===== config.mk =====
export PLATFORM = sky130hd
export DESIGN_NAME = frame_buffer_arbiter
export DESIGN_NICKNAME = d
export VERILOG_FILES = /design/src/rtl/frame_buffer_arbiter.sv
export SDC_FILE = /design/constraint.sdc
export NUM_CORES = 1
export LEC_CHECK = 0
export BUFFER_PORTS_ARGS = -buffer_cell sky130_fd_sc_hd__buf_2
export CORE_ASPECT_RATIO = 1.25
export CORE_MARGIN = 2
export CORE_UTILIZATION = 35
export CTS_BUF_LIST = sky130_fd_sc_hd__clkbuf_16
export DETAILED_ROUTE_END_ITERATION = 10
export PLACE_DENSITY = 0.62
export SYNTH_ARGS = -nofsm -noshare
export SYNTH_HDL_FRONTEND = slang
export SYNTH_SLANG_ARGS = --single-unit

===== constraint.sdc =====
create_clock -name Clock -period 4 [get_ports Clock]
set_clock_uncertainty 0.1 [all_clocks]
set_input_delay 0.4 -clock Clock [delete_from_list [all_inputs] [get_ports Clock]]
set_output_delay 0.4 -clock Clock [all_outputs]
set_load 0.02 [all_outputs]

===== src/rtl/frame_buffer_arbiter.sv =====
// Frame-buffer port arbiter: display fetches have strict priority over a
// 4-deep drawing-engine write FIFO sharing one synchronous-read memory port.
module frame_buffer_arbiter #(
  parameter int H_ACTIVE = 800,
  parameter int V_ACTIVE = 600,
  parameter int DATA_W   = 8
) (
  input  logic              Clock,
  input  logic              Reset_n,
  input  logic              disp_req,
  input  logic [10:0]       disp_x,
  input  logic [9:0]        disp_y,
  input  logic              wr_valid,
  output logic              wr_ready,
  input  logic [10:0]       wr_x,
  input  logic [9:0]        wr_y,
  input  logic [DATA_W-1:0] wr_data,
  output logic [18:0]       mem_addr,
  output logic              mem_we,
  output logic [DATA_W-1:0] mem_wdata,
  input  logic [DATA_W-1:0] mem_rdata,
  output logic              pix_valid,
  output logic [DATA_W-1:0] pix_data,
  output logic [2:0]        fifo_level,
  output logic              err_oob
);

  localparam int AW    = 19;
  localparam int DEPTH = 4;

  typedef enum logic [1:0] {G_IDLE, G_READ, G_WRITE} grant_e;

  typedef struct packed {
    logic [AW-1:0]     addr;
    logic [DATA_W-1:0] data;
  } wr_entry_t;

  // Shift-add for the default 800-pixel line (512 + 256 + 32).
  function automatic logic [AW-1:0] lin_addr(input logic [9:0] y, input logic [10:0] x);
    logic [AW-1:0] ye, xe;
    ye = AW'(y);
    xe = AW'(x);
    if (H_ACTIVE == 800) lin_addr = (ye << 9) + (ye << 8) + (ye << 5) + xe;
    else                 lin_addr = ye * AW'(H_ACTIVE) + xe;
  endfunction

  grant_e            state_q, state_d;
  wr_entry_t         fifo_mem_q [DEPTH];
  wr_entry_t         fifo_mem_d [DEPTH];
  logic [1:0]        rd_ptr_q, rd_ptr_d, wr_ptr_q, wr_ptr_d;
  logic [2:0]        level_q, level_d;
  logic              err_q, err_d;
  logic [AW-1:0]     stage_addr_q, stage_addr_d;
  logic [DATA_W-1:0] stage_data_q, stage_data_d;
  logic [AW-1:0]     mem_addr_q, mem_addr_d;
  logic              mem_we_q, mem_we_d;
  logic [DATA_W-1:0] mem_wdata_q, mem_wdata_d;
  logic              rd_issue_q, rd_issue_d;
  logic              rd_wait_q, rd_wait_d;
  logic              pix_valid_q, pix_valid_d;
  logic [DATA_W-1:0] pix_data_q, pix_data_d;

  logic push, oob, enq, pop;

  assign wr_ready = (level_q < 3'(DEPTH));

  always_comb begin
    // NOTE: every signal gets a default before any branch so no latch is inferred.
    state_d      = state_q;
    fifo_mem_d   = fifo_mem_q;
    rd_ptr_d     = rd_ptr_q;
    wr_ptr_d     = wr_ptr_q;
    err_d        = err_q;
    stage_addr_d = stage_addr_q;
    stage_data_d = stage_data_q;
    mem_addr_d   = mem_addr_q;
    mem_wdata_d  = mem_wdata_q;
    pix_data_d   = pix_data_q;

    push = wr_valid && wr_ready;
    oob  = (int'(wr_x) >= H_ACTIVE) || (int'(wr_y) >= V_ACTIVE);
    enq  = push && !oob;

    if (disp_req)          state_d = G_READ;
    else if (level_q != 0) state_d = G_WRITE;
    else                   state_d = G_IDLE;
    pop = (state_d == G_WRITE);

    // The granting edge latches the winner's address into the stage register;
    // the memory port is driven from it one clock later.
    if (state_d == G_READ) stage_addr_d = lin_addr(disp_y, disp_x);
    if (pop) begin
      stage_addr_d = fifo_mem_q[rd_ptr_q].addr;
      stage_data_d = fifo_mem_q[rd_ptr_q].data;
      rd_ptr_d     = rd_ptr_q + 2'd1;
    end
    if (enq) begin
      fifo_mem_d[wr_ptr_q] = '{addr: lin_addr(wr_y, wr_x), data: wr_data};
      wr_ptr_d             = wr_ptr_q + 2'd1;
    end
    level_d = level_q + 3'(enq) - 3'(pop);
    if (push && oob) err_d = 1'b1;

    mem_we_d = (state_q == G_WRITE);
    if (state_q != G_IDLE)  mem_addr_d  = stage_addr_q;
    if (state_q == G_WRITE) mem_wdata_d = stage_data_q;

    rd_issue_d  = (state_q == G_READ);
    rd_wait_d   = rd_issue_q;
    pix_valid_d = rd_wait_q;
    if (rd_wait_q) pix_data_d = mem_rdata;
  end

  // NOTE: sequential state uses non-blocking assignments so every flop samples pre-edge values.
  always_ff @(posedge Clock) begin
    if (!Reset_n) begin
      state_q     <= G_IDLE;
      rd_ptr_q    <= '0;
      wr_ptr_q    <= '0;
      level_q     <= '0;
      err_q       <= 1'b0;
      mem_addr_q  <= '0;
      mem_we_q    <= 1'b0;
      mem_wdata_q <= '0;
      rd_issue_q  <= 1'b0;
      rd_wait_q   <= 1'b0;
      pix_valid_q <= 1'b0;
      pix_data_q  <= '0;
    end else begin
      state_q     <= state_d;
      rd_ptr_q    <= rd_ptr_d;
      wr_ptr_q    <= wr_ptr_d;
      level_q     <= level_d;
      err_q       <= err_d;
      mem_addr_q  <= mem_addr_d;
      mem_we_q    <= mem_we_d;
      mem_wdata_q <= mem_wdata_d;
      rd_issue_q  <= rd_issue_d;
      rd_wait_q   <= rd_wait_d;
      pix_valid_q <= pix_valid_d;
      pix_data_q  <= pix_data_d;
    end
  end

  // NOTE: FIFO storage and the stage register carry no reset; pointers and the
  // grant state already make their contents unobservable after reset.
  always_ff @(posedge Clock) begin
    fifo_mem_q   <= fifo_mem_d;
    stage_addr_q <= stage_addr_d;
    stage_data_q <= stage_data_d;
  end

  assign mem_addr   = mem_addr_q;
  assign mem_we     = mem_we_q;
  assign mem_wdata  = mem_wdata_q;
  assign pix_valid  = pix_valid_q;
  assign pix_data   = pix_data_q;
  assign fifo_level = level_q;
  assign err_oob    = err_q;

endmodule


==> flow_metrics.env <==
export IMPL_first_iter_violations=352
export IMPL_cp_arrival_ns=2.99
export IMPL_place_gp_congestion=0.778
export IMPL_p_per_area_nw_per_um2=542
export IMPL_track_usage_pct=13.0
export IMPL_die_w_um=146
export IMPL_total_power_mw=5.61
export IMPL_yosysSeqAreaShare_pct=56.7
export IMPL_place_area_sq_um=9790
export IMPL_path_clk_slew_ns=0.07
export IMPL_drive_above_1_share_pct=23.2
export IMPL_synth_seq_cells=184
export IMPL_finalSetupTns_ns=0
export IMPL_max_slew_margin_rel_pct=34.1
export IMPL_route_detailed_drc=0
export IMPL_synth_fp_nets=804
export IMPL_initial_core_util_pct=35.4
export IMPL_grt_pass1_wl_um=27000
export IMPL_critPathKind="in2reg"
export IMPL_avgSynthCellArea_sq_um=13.5
export IMPL_die_h_um=182
export IMPL_io_buffers=103
export IMPL_clock_latency_ns=0.43
export IMPL_num_io_pins=104
export IMPL_hold_class="in2reg"
export IMPL_cp_num_buf_inv=3
export IMPL_root_buffer="clkbuf_16"
export IMPL_cp_required_ns=4.06
export IMPL_async_flop_share_pct=0
export IMPL_grt_max_degree=51
export IMPL_placed_cells=1083
export IMPL_synth_area_leader_cell="edfxtp_1"
export IMPL_cts_made_buffers=17
export IMPL_cts_sinks=184
export IMPL_slew_violations=0
export IMPL_ant_nets=0
export IMPL_fmax_mhz=342
export IMPL_worst_slew_pin_transition_ns=0.988
export IMPL_hold_viol_final=0
export IMPL_gr_total_overflow=0
export IMPL_cts_resized=0
export IMPL_layout_cells_non_filler=1115
export IMPL_rsz0062_at_grt="false"
export IMPL_pre_cts_ws_ns=0.626
export IMPL_num_fill_cells=2361
export IMPL_path_delay_family="adder cells"
export IMPL_syn_cell_area_sq_um=8870
export IMPL_fin_ws_ns=1.07
export IMPL_synthTopCellsByArea="edfxtp_1, dfxtp_1, ha_1, mux4_2, fa_1"
export IMPL_finish_utilization_pct=41.3
export IMPL_regArea_sq_um=5040
export IMPL_area_growth_pct=16.6
export IMPL_layout_nets=915
export IMPL_synth_top_cell_area_share_pct=45.7
export IMPL_drv_cap=0
export IMPL_leakage_nw=4.20
export IMPL_post_cts_setup_buffers=0
export IMPL_ir_worst_vdd_mv=0.204
export IMPL_crit_path_cell_trace="buf_2 > inv_1 > fa_1 > fa_1 > inv_1 > ha_1 > and3_1 > a221oi_2 > o21ai_1 > a21o_1 > xor2_1"
export IMPL_diodes=0
export IMPL_wirelength_um=16400
export IMPL_startpoint_type="input pin"
export IMPL_firstDrtPassIters=6
export IMPL_netlist_instances=656
export IMPL_fin_crit_ns=2.93
export IMPL_holdWs_ns=0.0808
export IMPL_antenna_found_initial=2
export IMPL_h_tree_depth=4
export IMPL_cp_max_fo=4
export IMPL_cts_tree="done"
export IMPL_multiInputGateArea_sq_um=3490
export IMPL_critPathCaptureType="register"
export IMPL_critPathMaxStageDelay_ns=0.52
export IMPL_holdBufCountCts=0
export IMPL_grt_pass1_vias=5078
export IMPL_synth_edf_count=135
export IMPL_via_per_inst=4.63
export IMPL_clock_path_buffers=2
export IMPL_yosysWarnings=0
export IMPL_dp_hpwl_um=11900
export IMPL_vias=5167
export IMPL_synth_main_ff_cell="edfxtp_1"
export IMPL_outcome="completed"
export IMPL_num_rows=65
export IMPL_synthDistinctLibCells=54
export IMPL_slowest_stage="fa_1"
export IMPL_timing_final_crit_share_pct=73.2
export IMPL_finalSetupViolCount=0
export IMPL_die_area_sq_um=26700
export IMPL_wl_per_cell_um=14.7
export IMPL_design_area_sq_um=10300
export IMPL_coreArea_sq_um=25000
-- worst reg2reg max path, stage by stage (launching register included) --
cell	delay, ns
dfxtp_1	0.40
and2b_1	0.26
nor4b_4	0.40
inv_1	0.13
ha_1	0.30
inv_1	0.04
ha_1	0.18
fa_1	0.38
xnor2_1	0.15
xnor2_1	0.13
and2_1	0.14
-- layout make-up --
class / count / share of cell area, %
Sequential cell: 184 / 48.7
Multi-Input combinational cell: 386 / 33.7
Timing Repair Buffer: 114 / 5.78
Clock buffer: 17 / 4.11
Tap cell: 335 / 4.05
Inverter: 64 / 2.35
Clock inverter: 15 / 1.29
-- sequential cells by signal, summed over array words and instances, names as in the netlist, 2 cells and up --
register      flops
fifo_mem_q      108
pix_data          8
fifo_level        3
mem_addr         19
stage_addr_q     19
state_q           2
rd_ptr_q          2
mem_wdata         8
wr_ptr_q          2
stage_data_q      8
-- Yosys cell counts, types with 3 or more instances --
cell,number
edfxtp_1,135
xor2_1,6
fa_1,21
and3_1,4
mux4_2,27
o31ai_1,3
nand2_1,91
o21ai_0,6
clkbuf_1,11
o211ai_1,3
nor2b_1,10
inv_1,63
and2_1,17
mux2i_1,8
a211oi_1,5
ha_1,65
a21o_1,12
a21boi_0,28
dfxtp_1,49
buf_2,6
a21oi_1,18
nor2_1,12
xnor2_1,16
-- cell usage in the layout (no fill, tap or decap), drive strengths merged, types with 3 or more instances in the layout --
cell type and count:
fa 21, nor2 12, xnor2 16, a21boi 28, and3 4, nor2b 10
and2 17, a211oi 5, inv 70, xor2 6, a21o 12, o31ai 3
dfxtp 49, o21ai 8, buf 114, mux4 27, o211ai 4, nand2 92
clkinvlp 3, clkbuf 17, clkinv 5, ha 65, edfxtp 135, a21oi 18
mux2i 8
-- worst paths after layout --
check,endpoint,slack [ns],from,depth (start not counted)
max,fifo_mem_q[77],1.07,wr_y[2],11
min reg2reg,pix_valid_d,0.33,rd_issue_q,1
min,fifo_mem_q[58],0.08,wr_data[4],1
max reg2reg,fifo_level[2],1.30,fifo_level[2],10
-- cell families after synthesis --
group | after synthesis | synth area share (%)
buf+inv | 86 | 3.92
simple gates | 149 | 7.95
mux | 35 | 7.76
compound gates | 94 | 7.56
xor+xnor | 22 | 2.17
fa+ha+maj | 86 | 13.9
flops | 184 | 56.7
-- routing by layer --
metal | GRT usage, % | share of wire, %
met5 | 0 | 0.16
met4 | 5.01 | 2.4
met3 | 2.91 | 3.8
met2 | 20.8 | 47
met1 | 17.2 | 47
-- report_power, final --
part / leakage (nW) / internal [mW] / switching [mW] / total [mW]
clock network: 0.277 / 0.860 / 0.706 / 1.57
logic: 2.28 / 0.646 / 0.848 / 1.49
registers: 1.64 / 2.42 / 0.133 / 2.55
total: 4.20 / 3.92 / 1.69 / 5.61
No activity file was read; power rests on OpenSTA's default activity.
